--- src/rtl/sumsq_serial_if.sv ---
// Operand/result handshake bundle for sumsq_serial.
// The DUT connects through the slave modport; an upstream driver uses master.
interface sumsq_serial_if #(
   parameter int W = 8
);
   logic           in_valid;
   logic           in_ready;
   logic [W-1:0]   x_in;
   logic [W-1:0]   y_in;
   logic           out_valid;
   logic           out_ready;
   logic [2*W:0]   sum_sq;

   modport master (
      output in_valid, x_in, y_in, out_ready,
      input  in_ready, out_valid, sum_sq
   );

   modport slave (
      input  in_valid, x_in, y_in, out_ready,
      output in_ready, out_valid, sum_sq
   );
endinterface

--- src/rtl/sumsq_serial.sv ---
// Serial shift-add X^2 + Y^2 over 2*W cycles.
// Optional SUMSQ_SAT_EN clamps the result to 2*W bits of all-ones on overflow.
module sumsq_serial #(
   parameter int W = 8
) (
   input  logic           clk,
   input  logic           rst_n,
   sumsq_serial_if.slave  bus,
   output logic           busy
);

   localparam int ACC_W = 2 * W + 1;
   localparam int CW    = (W > 1) ? $clog2(W) : 1;
   localparam logic [CW-1:0] CNT_LAST = CW'(W - 1);

   typedef enum logic [1:0] {IDLE, MUL_X, MUL_Y, DONE} state_t;

   state_t             state_q, state_d;
   logic [W-1:0]       x_q, x_d;
   logic [W-1:0]       y_q, y_d;
   logic [ACC_W-1:0]   acc_q, acc_d;
   logic [CW-1:0]      cnt_q, cnt_d;
   logic [ACC_W-1:0]   sum_sq_q, sum_sq_d;

   always_ff @(posedge clk or negedge rst_n) begin
      if (!rst_n) begin
         state_q  <= IDLE;
         x_q      <= '0;
         y_q      <= '0;
         acc_q    <= '0;
         cnt_q    <= '0;
         sum_sq_q <= '0;
      end else begin
         state_q  <= state_d;
         x_q      <= x_d;
         y_q      <= y_d;
         acc_q    <= acc_d;
         cnt_q    <= cnt_d;
         sum_sq_q <= sum_sq_d;
      end
   end

   // sum_sq is registered on entry to DONE so it holds its value in every other state
   always_comb begin
      state_d  = state_q;
      x_d      = x_q;
      y_d      = y_q;
      acc_d    = acc_q;
      cnt_d    = cnt_q;
      sum_sq_d = sum_sq_q;
      case (state_q)
         IDLE: begin
            if (bus.in_valid) begin
               x_d     = bus.x_in;
               y_d     = bus.y_in;
               acc_d   = '0;
               cnt_d   = '0;
               state_d = MUL_X;
            end
         end
         MUL_X: begin
            if (x_q[cnt_q]) acc_d = acc_q + (ACC_W'(x_q) << cnt_q);
            if (cnt_q == CNT_LAST) begin
               cnt_d   = '0;
               state_d = MUL_Y;
            end else begin
               cnt_d = cnt_q + 1'b1;
            end
         end
         MUL_Y: begin
            if (y_q[cnt_q]) acc_d = acc_q + (ACC_W'(y_q) << cnt_q);
            if (cnt_q == CNT_LAST) begin
               cnt_d   = '0;
               state_d = DONE;
`ifdef SUMSQ_SAT_EN
               if (acc_d[ACC_W-1]) sum_sq_d = {1'b0, {(2*W){1'b1}}};
               else                sum_sq_d = acc_d;
`else
               sum_sq_d = acc_d;
`endif
            end else begin
               cnt_d = cnt_q + 1'b1;
            end
         end
         DONE: begin
            if (bus.out_ready) state_d = IDLE;
         end
         default: state_d = IDLE;
      endcase
   end

   assign bus.in_ready  = (state_q == IDLE);
   assign bus.out_valid = (state_q == DONE);
   assign bus.sum_sq    = sum_sq_q;
   assign busy          = (state_q != IDLE);

endmodule

--- src/flat_wrapper.sv ---
// flat-port wrapper written by rule: the top's interface ports become plain ports
module sumsq_serial_flat 
#(
   parameter int W = 8
)
  (clk, rst_n, busy, bus_in_valid, bus_x_in, bus_y_in, bus_out_ready, bus_in_ready, bus_out_valid, bus_sum_sq);
  sumsq_serial_if #(.W(W)) bus_i ();
  input  logic clk;
  input  logic rst_n;
  output logic busy;
  input wire logic [$bits(bus_i.in_valid)-1:0] bus_in_valid;
  input wire logic [$bits(bus_i.x_in)-1:0] bus_x_in;
  input wire logic [$bits(bus_i.y_in)-1:0] bus_y_in;
  input wire logic [$bits(bus_i.out_ready)-1:0] bus_out_ready;
  output wire logic [$bits(bus_i.in_ready)-1:0] bus_in_ready;
  output wire logic [$bits(bus_i.out_valid)-1:0] bus_out_valid;
  output wire logic [$bits(bus_i.sum_sq)-1:0] bus_sum_sq;
  assign bus_i.in_valid = bus_in_valid;
  assign bus_i.x_in = bus_x_in;
  assign bus_i.y_in = bus_y_in;
  assign bus_i.out_ready = bus_out_ready;
  assign bus_in_ready = bus_i.in_ready;
  assign bus_out_valid = bus_i.out_valid;
  assign bus_sum_sq = bus_i.sum_sq;
  sumsq_serial #(.W(W)) u_core (.clk(clk), .rst_n(rst_n), .bus(bus_i), .busy(busy));
endmodule
--- config.mk ---
export PLATFORM = sky130hd
export DESIGN_NAME = sumsq_serial_flat
export DESIGN_NICKNAME = d
export VERILOG_FILES = /design/src/rtl/sumsq_serial_if.sv /design/src/rtl/sumsq_serial.sv /design/src/flat_wrapper.sv
export SDC_FILE = /design/constraint.sdc
export NUM_CORES = 1
export LEC_CHECK = 0
export BUFFER_PORTS_ARGS = -buffer_cell sky130_fd_sc_hd__buf_2
export CAP_MARGIN = 20
export CELL_PAD_IN_SITES_DETAIL_PLACEMENT = 1
export CELL_PAD_IN_SITES_GLOBAL_PLACEMENT = 2
export CORE_MARGIN = 2
export CORE_UTILIZATION = 41
export CTS_CLUSTER_DIAMETER = 80
export DETAILED_ROUTE_END_ITERATION = 7
export PLACE_DENSITY = 0.94
export SLEW_MARGIN = 10
export SYNTH_ARGS = -nofsm -noshare
export SYNTH_HDL_FRONTEND = slang
export SYNTH_SLANG_ARGS = --single-unit
--- constraint.sdc ---
create_clock -name clk -period 9.7 [get_ports clk]
set_clock_uncertainty 0.1 [all_clocks]
set_input_delay 1.455 -clock clk [delete_from_list [all_inputs] [get_ports clk]]
set_output_delay 1.455 -clock clk [all_outputs]
set_load 0.01 [all_outputs]
# Yosys cells after proc, flatten, opt, wreduce, memory -nomap -nowiden
# Cells that the tools add are included.
[op_classes] n_addsub=3 magnitude_cmp=1 n_eq_ne=9 n_shift=2 n_mux=16 n_reduce_logical=10
[ops] cell="$mux 17" count=3
[ops] cell="$pmux 17 s3" count=1
[ops] cell="$add 17x17->17" count=2
[ops] cell="$shl 8x3->17" count=2
[ops] cell="$mux 2" count=4
[ops] cell="$pmux 2 s4" count=1
[ops] cell="$bmux 1 s3" count=2
[ops] cell="$mux 3" count=2
[ops] cell="$ne 2x1->1 const B" count=3
[ops] cell="$pmux 3 s2" count=1
[ops] cell="$reduce_and 2->1" count=3
[ops] cell="$eq 2x2->1 const B" count=2
[ops] cell="$lt 3x4->1 const B" count=1
[ops] cell="$ne 2x2->1 const B" count=2
[ops] cell="$reduce_and 4->1" count=1
[ops] cell="$reduce_bool 2->1" count=2
[ops] cell="$add 3x1->3 const B" count=1
[ops] cell="$eq 3x3->1 const B" count=1
[ops] cell="$reduce_and 3->1" count=1
[ops] cell="$reduce_bool 3->1" count=1
[ops] cell="$eq 2x1->1 const B" count=1
[ops] cell="$logic_not 2->1" count=1
[ops] cell="$mux 1" count=2
[ops] cell="$reduce_or 2->1" count=1
[word_totals] ff_bits=55 inputBits=20 output_inout_bits=20 word_cells=47

# Longest topological paths before layout
[depth] ltp_word=4 depth_mapped=15

# Least setup slack after synthesis
# OpenSTA, ideal clock, no wires.
[synth_timing] path_type="register -> register" from="register u_core.cnt_q[1]" to="register u_core.acc_q[14]" setup_ps=144 t_arrival_ps=3298 t_required_ps=9456 slack_ps=6158 path_stages_with_launch=14 period_less_slack_ps=3542 cell_sequence="dfrtp_1 -> buf_4 -> buf_1 -> clkbuf_1 -> nor4b_1 -> ha_1 -> fa_1 -> a211oi_2 -> o21bai_1 -> a2111oi_2 -> o31ai_1 -> mux2i_1 -> o21ai_0 -> a32oi_1"
[synth_via] elab_chain_cells=4 word_cells_on_any_way=13 cone_classes="2 x add/sub; 1 x eq/ne; 2 x shift; 7 x mux; 1 x reduce/logical"
[synth_lines] element="start, declared" line_no="sumsq_serial.sv:22" text="logic [CW-1:0] cnt_q, cnt_d;"
[synth_lines] element="start signal, assigned" line_no="sumsq_serial.sv:38" text="cnt_q <= cnt_d;"
[synth_lines] element="$shl 8x3->17 (tied with other cells)" line_no="sumsq_serial.sv:71" text="if (y_q[cnt_q]) acc_d = acc_q + (ACC_W'(y_q) << cnt_q);"
[synth_lines] element="$add 17x17->17 (tied with other cells)" line_no="sumsq_serial.sv:71"
[synth_lines] element="$mux 17 (tied with other cells)" line_no="sumsq_serial.sv:71"
[synth_lines] element="$pmux 17 s3 / $reduce_and 3->1 (equally long branches)"
[synth_lines] element="end signal, assigned" line_no="sumsq_serial.sv:30" text="acc_q <= '0;"
[synth_lines] element="end signal, assigned" line_no="sumsq_serial.sv:37" text="acc_q <= acc_d;"
[synth_lines] element="end, declared" line_no="sumsq_serial.sv:21" text="logic [ACC_W-1:0] acc_q, acc_d;"
# Several ways; a longest one is shown, not always the timed one. The select of a mux whose other input is x is not followed.
# A chain may end at the register's enable or synchronous reset.

# Worst setup path after layout
[layout_timing] from="register u_core.cnt_q[1]" to="register u_core.acc_q[16]"
# The elaborated chain is that of the path after synthesis.

==> metrics.md <==
| Metric | Value |
|---|---|
| Setup ws final | `roughly 5.6 ns` |
| Worst setup path startpoint | `u_core.cnt_q[1]` |
| Crit Reg-Reg Endpoint | `u_core.acc_q[16]` |
| Post-CTS clock slew at the launch and capture registers of the worst setup and hold paths | `around 0.07 ns` |
| Sequential fraction of the synthesis area | `29.1%` |
| Path type of the worst setup path | `flip-flop to flip-flop` |
| Fin crit period | `between 4 and 5 ns` |
| Adder and majority cell fraction of the synthesized area | `10.4%` |
| Total DRC errors in the routed layout | `0` |
| Floorplan die area | `between 10000 and 15000 um2` |
| Worst Setup Slack post-DPL | `5.36 ns` |
| HPWL Detailed | `~11 mm` |
| Reg2reg path depth | `12` |
| Count of cell types in the netlist | `slightly below 70` |
| Initial standard-cell utilization of the core | `41.8%` |
| Proportion of synthesized area in mux cells | `between 10% and 20%` |
| Initial detailed-routing violation count | `190` |
| Highest routed metal layer | `met4` |
| Setup_tns | `0 ns` |
| Number of buffers created by CTS | `5` |
| Leakage power total | `between 2 and 2.5 nW` |
| Worst setup path endpoint | `u_core.acc_q[16]` |
| Crit Reg-Reg Startpoint | `u_core.cnt_q[1]` |
| Warnings from Yosys | `0` |
| Combinational family with the most area after synthesis | `compound AO/OA/AOI/OAI gates` |
| Fraction of registers with async set/reset | `100%` |
| Number of flip-flops and latches in the synthesized netlist | `between 50 and 60` |
| Post-synthesis to final-layout area growth | `9.52%` |
| Critical path endpoint category | `flip-flop` |
| Least-Margin Pin Slew | `roughly 0.95 ns` |
| Final-report setup violation count | `0` |
| Worst hold path type | `flip-flop to flip-flop` |
| R2R setup slack | `between 5 and 6 ns` |
| Gate count of the mapped netlist | `approximately 530` |
| I/O pins | `40` |
| Max-slew violation count | `0` |
| Clock tree from TritonCTS | `built` |
| Average cell area after synthesis | `between 8 and 9 um2` |
| FMAX | `~0.24 GHz` |
| Via count of the first global-routing pass | `4342` |
| Average wire length per cell after detail routing | `roughly 20 um` |
| Initial antenna violation count | `0` |
| RSZ-0062 raised after global routing | `no` |
| Area share of and/or/nand/nor cells after synthesis | `between 10% and 20%` |
| Port buffer count | `39` |
| Final antenna diode count | `0` |
| Fill count | `around 1400` |
| Core Area | `11300 um2` |
| Total power draw | `roughly 1.9 mW` |
| Insertion delay to the later sink of the worst-skew pair | `0.31 ns` |
| Max IR drop VDD | `about 0.19 mV` |
| Total overflow reported by the global router | `0` |
| Total area of sequential cells | `1380 um2` |
| Cell Area, Synth | `around 4700 um2` |
| Synth Area in Compound Gates | `between 20% and 30%` |
| Row count | `39` |
| Final core utilization | `approximately 46%` |
| Outcome | `completed` |
| Largest driver fanout on the critical path | `19` |
| Routed length on met1 | `between 6 and 7 mm` |
| Layout cells sized above 1 | `about 18%` |
| Antenna-violating nets left | `0` |
| Detailed route wirelength on metal3 | `382 um` |
| Height of the die | `111 um` |
| Commonest non-fill, non-tap cells in the layout | `60 x sky130_fd_sc_hd__nand2_1, 55 x sky130_fd_sc_hd__dfrtp_1, 46 x sky130_fd_sc_hd__o21ai_0` |
| Synthesized net count | `~590` |
| Cts-stage hold buffer count | `0` |
| Required time of the critical path | `9.78 ns` |
| Final Hold Fails | `0` |
| Power density relative to cell area | `between 300 and 400 nW/um2` |
| Critical path startpoint category | `flip-flop` |
| Footprint of the multi-input gates | `around 3200 um2` |
| Clock root buffer master | `sky130_fd_sc_hd__clkbuf_16` |
| Most common cell after layout, fill and taps aside | `sky130_fd_sc_hd__nand2_1` |
| Total number of H-tree levels | `2` |
| Post-CTS setup buffer count | `0` |
| Gates resized, CTS repair | `0` |
| Headroom to the max-slew limit | `between 30% and 40%` |
| First drt pass iteration count | `4` |
| Number of max-cap violations | `0` |
| Final Hold Slack | `between 0.3 and 0.4 ns` |
| Global routing usage summed across all routing layers | `a little under a quarter` |
| Global placement routability congestion | `0.866` |
| Total vias in the final route | `between 4000 and 5000` |
| Met2 layer wire length in the routed design | `6.91 mm` |
| X dimension of the die | `approximately 110 um` |
| Final Net Count | `between 600 and 700` |
| Final Routed Wirelength | `about 14 mm` |
| Commonest register cell after synthesis | `sky130_fd_sc_hd__dfrtp_1` |
| Worst endpoint data arrival time | `about 4.2 ns` |
| EDFF count, synth | `0` |
| Detailed-route vias per instance | `between 6 and 7` |
| Deepest clock path buffer count | `2` |
| Global-route wire length before repair | `22.9 mm` |
| Post-route clock period utilization | `between 40% and 50%` |
| Xor and xnor area share after synthesis | `under 10%` |
| Pin count of the biggest net entering global routing | `56` |
| Number of sinks driven by the clock tree | `55` |
==> through the flow <==
step	area (um2)	std cells
6_report	5180	698
5_1_grt	5180	698
4_1_cts	5170	697
3_5_place_dp	5020	689
3_3_place_gp	5020	689
2_1_floorplan	4730	528
==> sequential cells by signal (all words and copies together), names as in the netlist <==
register,cells
u_core.acc_q,17
u_core.bus.sum_sq,17
u_core.x_q,8
u_core.y_q,8
u_core.cnt_q,3
u_core.state_q,2
==> critical path: stages (launching register included) <==
cell and delay [ns]:
sky130_fd_sc_hd__dfrtp_1 0.69, sky130_fd_sc_hd__buf_6 0.28, sky130_fd_sc_hd__mux2_2 0.36, sky130_fd_sc_hd__o21ai_0 0.26, sky130_fd_sc_hd__o32ai_1 0.20, sky130_fd_sc_hd__ha_1 0.37
sky130_fd_sc_hd__o21ai_0 0.16, sky130_fd_sc_hd__o21ai_0 0.29, sky130_fd_sc_hd__a41oi_1 0.23, sky130_fd_sc_hd__o21ai_0 0.42, sky130_fd_sc_hd__a21oi_1 0.18, sky130_fd_sc_hd__o31ai_1 0.26
sky130_fd_sc_hd__o221ai_1 0.15
==> routing by layer <==
| metal | vias to the layer above | track usage (%) |
|---|---|---|
| li1 | 2014 | - |
| met1 | 2072 | 30.6 |
| met2 | 87 | 40.0 |
| met3 | 17 | 2.67 |
| met4 | 0 | 4.94 |
| met5 | - | 0 |
==> power by group <==
group	switching, mW	total, mW	internal (mW)
Sequential	0.0832	0.382	0.299
Clock	0.0908	0.188	0.0968
Combinational	0.791	1.30	0.513
==> cells in the mapped netlist, types with 12 or more instances <==
library cell / instances / area [um2]
sky130_fd_sc_hd__a21o_1: 12 / 90.1
sky130_fd_sc_hd__a21oi_1: 24 / 120
sky130_fd_sc_hd__clkbuf_1: 15 / 56.3
sky130_fd_sc_hd__dfrtp_1: 55 / 1380
sky130_fd_sc_hd__ha_1: 36 / 450
sky130_fd_sc_hd__inv_1: 18 / 67.6
sky130_fd_sc_hd__mux2_2: 32 / 360
sky130_fd_sc_hd__mux2i_1: 29 / 290
sky130_fd_sc_hd__nand2_1: 60 / 225
sky130_fd_sc_hd__nor2_1: 31 / 116
sky130_fd_sc_hd__o21ai_0: 46 / 230
sky130_fd_sc_hd__xnor2_1: 13 / 114
==> logic make-up (layout without fill, tap and decap cells) <==
logic type | count (synthesis) | count (layout)
adder cells (fa/ha/maj) | 38 | 38
buffers and inverters | 43 | 70
multiplexers | 65 | 65
flip-flops | 55 | 55
XOR/XNOR | 23 | 23
AO/OA/AOI/OAI | 163 | 163
AND/OR/NAND/NOR | 141 | 141
==> area by class of cell <==
class | instances | share of cell area, %
Multi-Input combinational cell | 430 | 61.3
Sequential cell | 55 | 26.6
Timing Repair Buffer | 43 | 4.42
Tap cell | 143 | 3.45
Clock buffer | 5 | 2.41
Inverter | 19 | 1.38
Clock inverter | 3 | 0.483
==> worst min path at each step <==
stage                          startpoint                     to  slack [ns]  cells after the start
global route         u_core.bus.sum_sq[6]   u_core.bus.sum_sq[6]        0.41                      2
CTS                 u_core.bus.sum_sq[10]  u_core.bus.sum_sq[10]        0.39                      2
global placement    u_core.bus.sum_sq[14]  u_core.bus.sum_sq[14]        0.36                      2
detailed placement  u_core.bus.sum_sq[10]  u_core.bus.sum_sq[10]        0.37                      2
floorplan                 u_core.acc_q[0]        u_core.acc_q[0]        0.40                      2
finish              u_core.bus.sum_sq[10]  u_core.bus.sum_sq[10]        0.38                      2
Note: power is estimated with default switching activity, not from simulation.
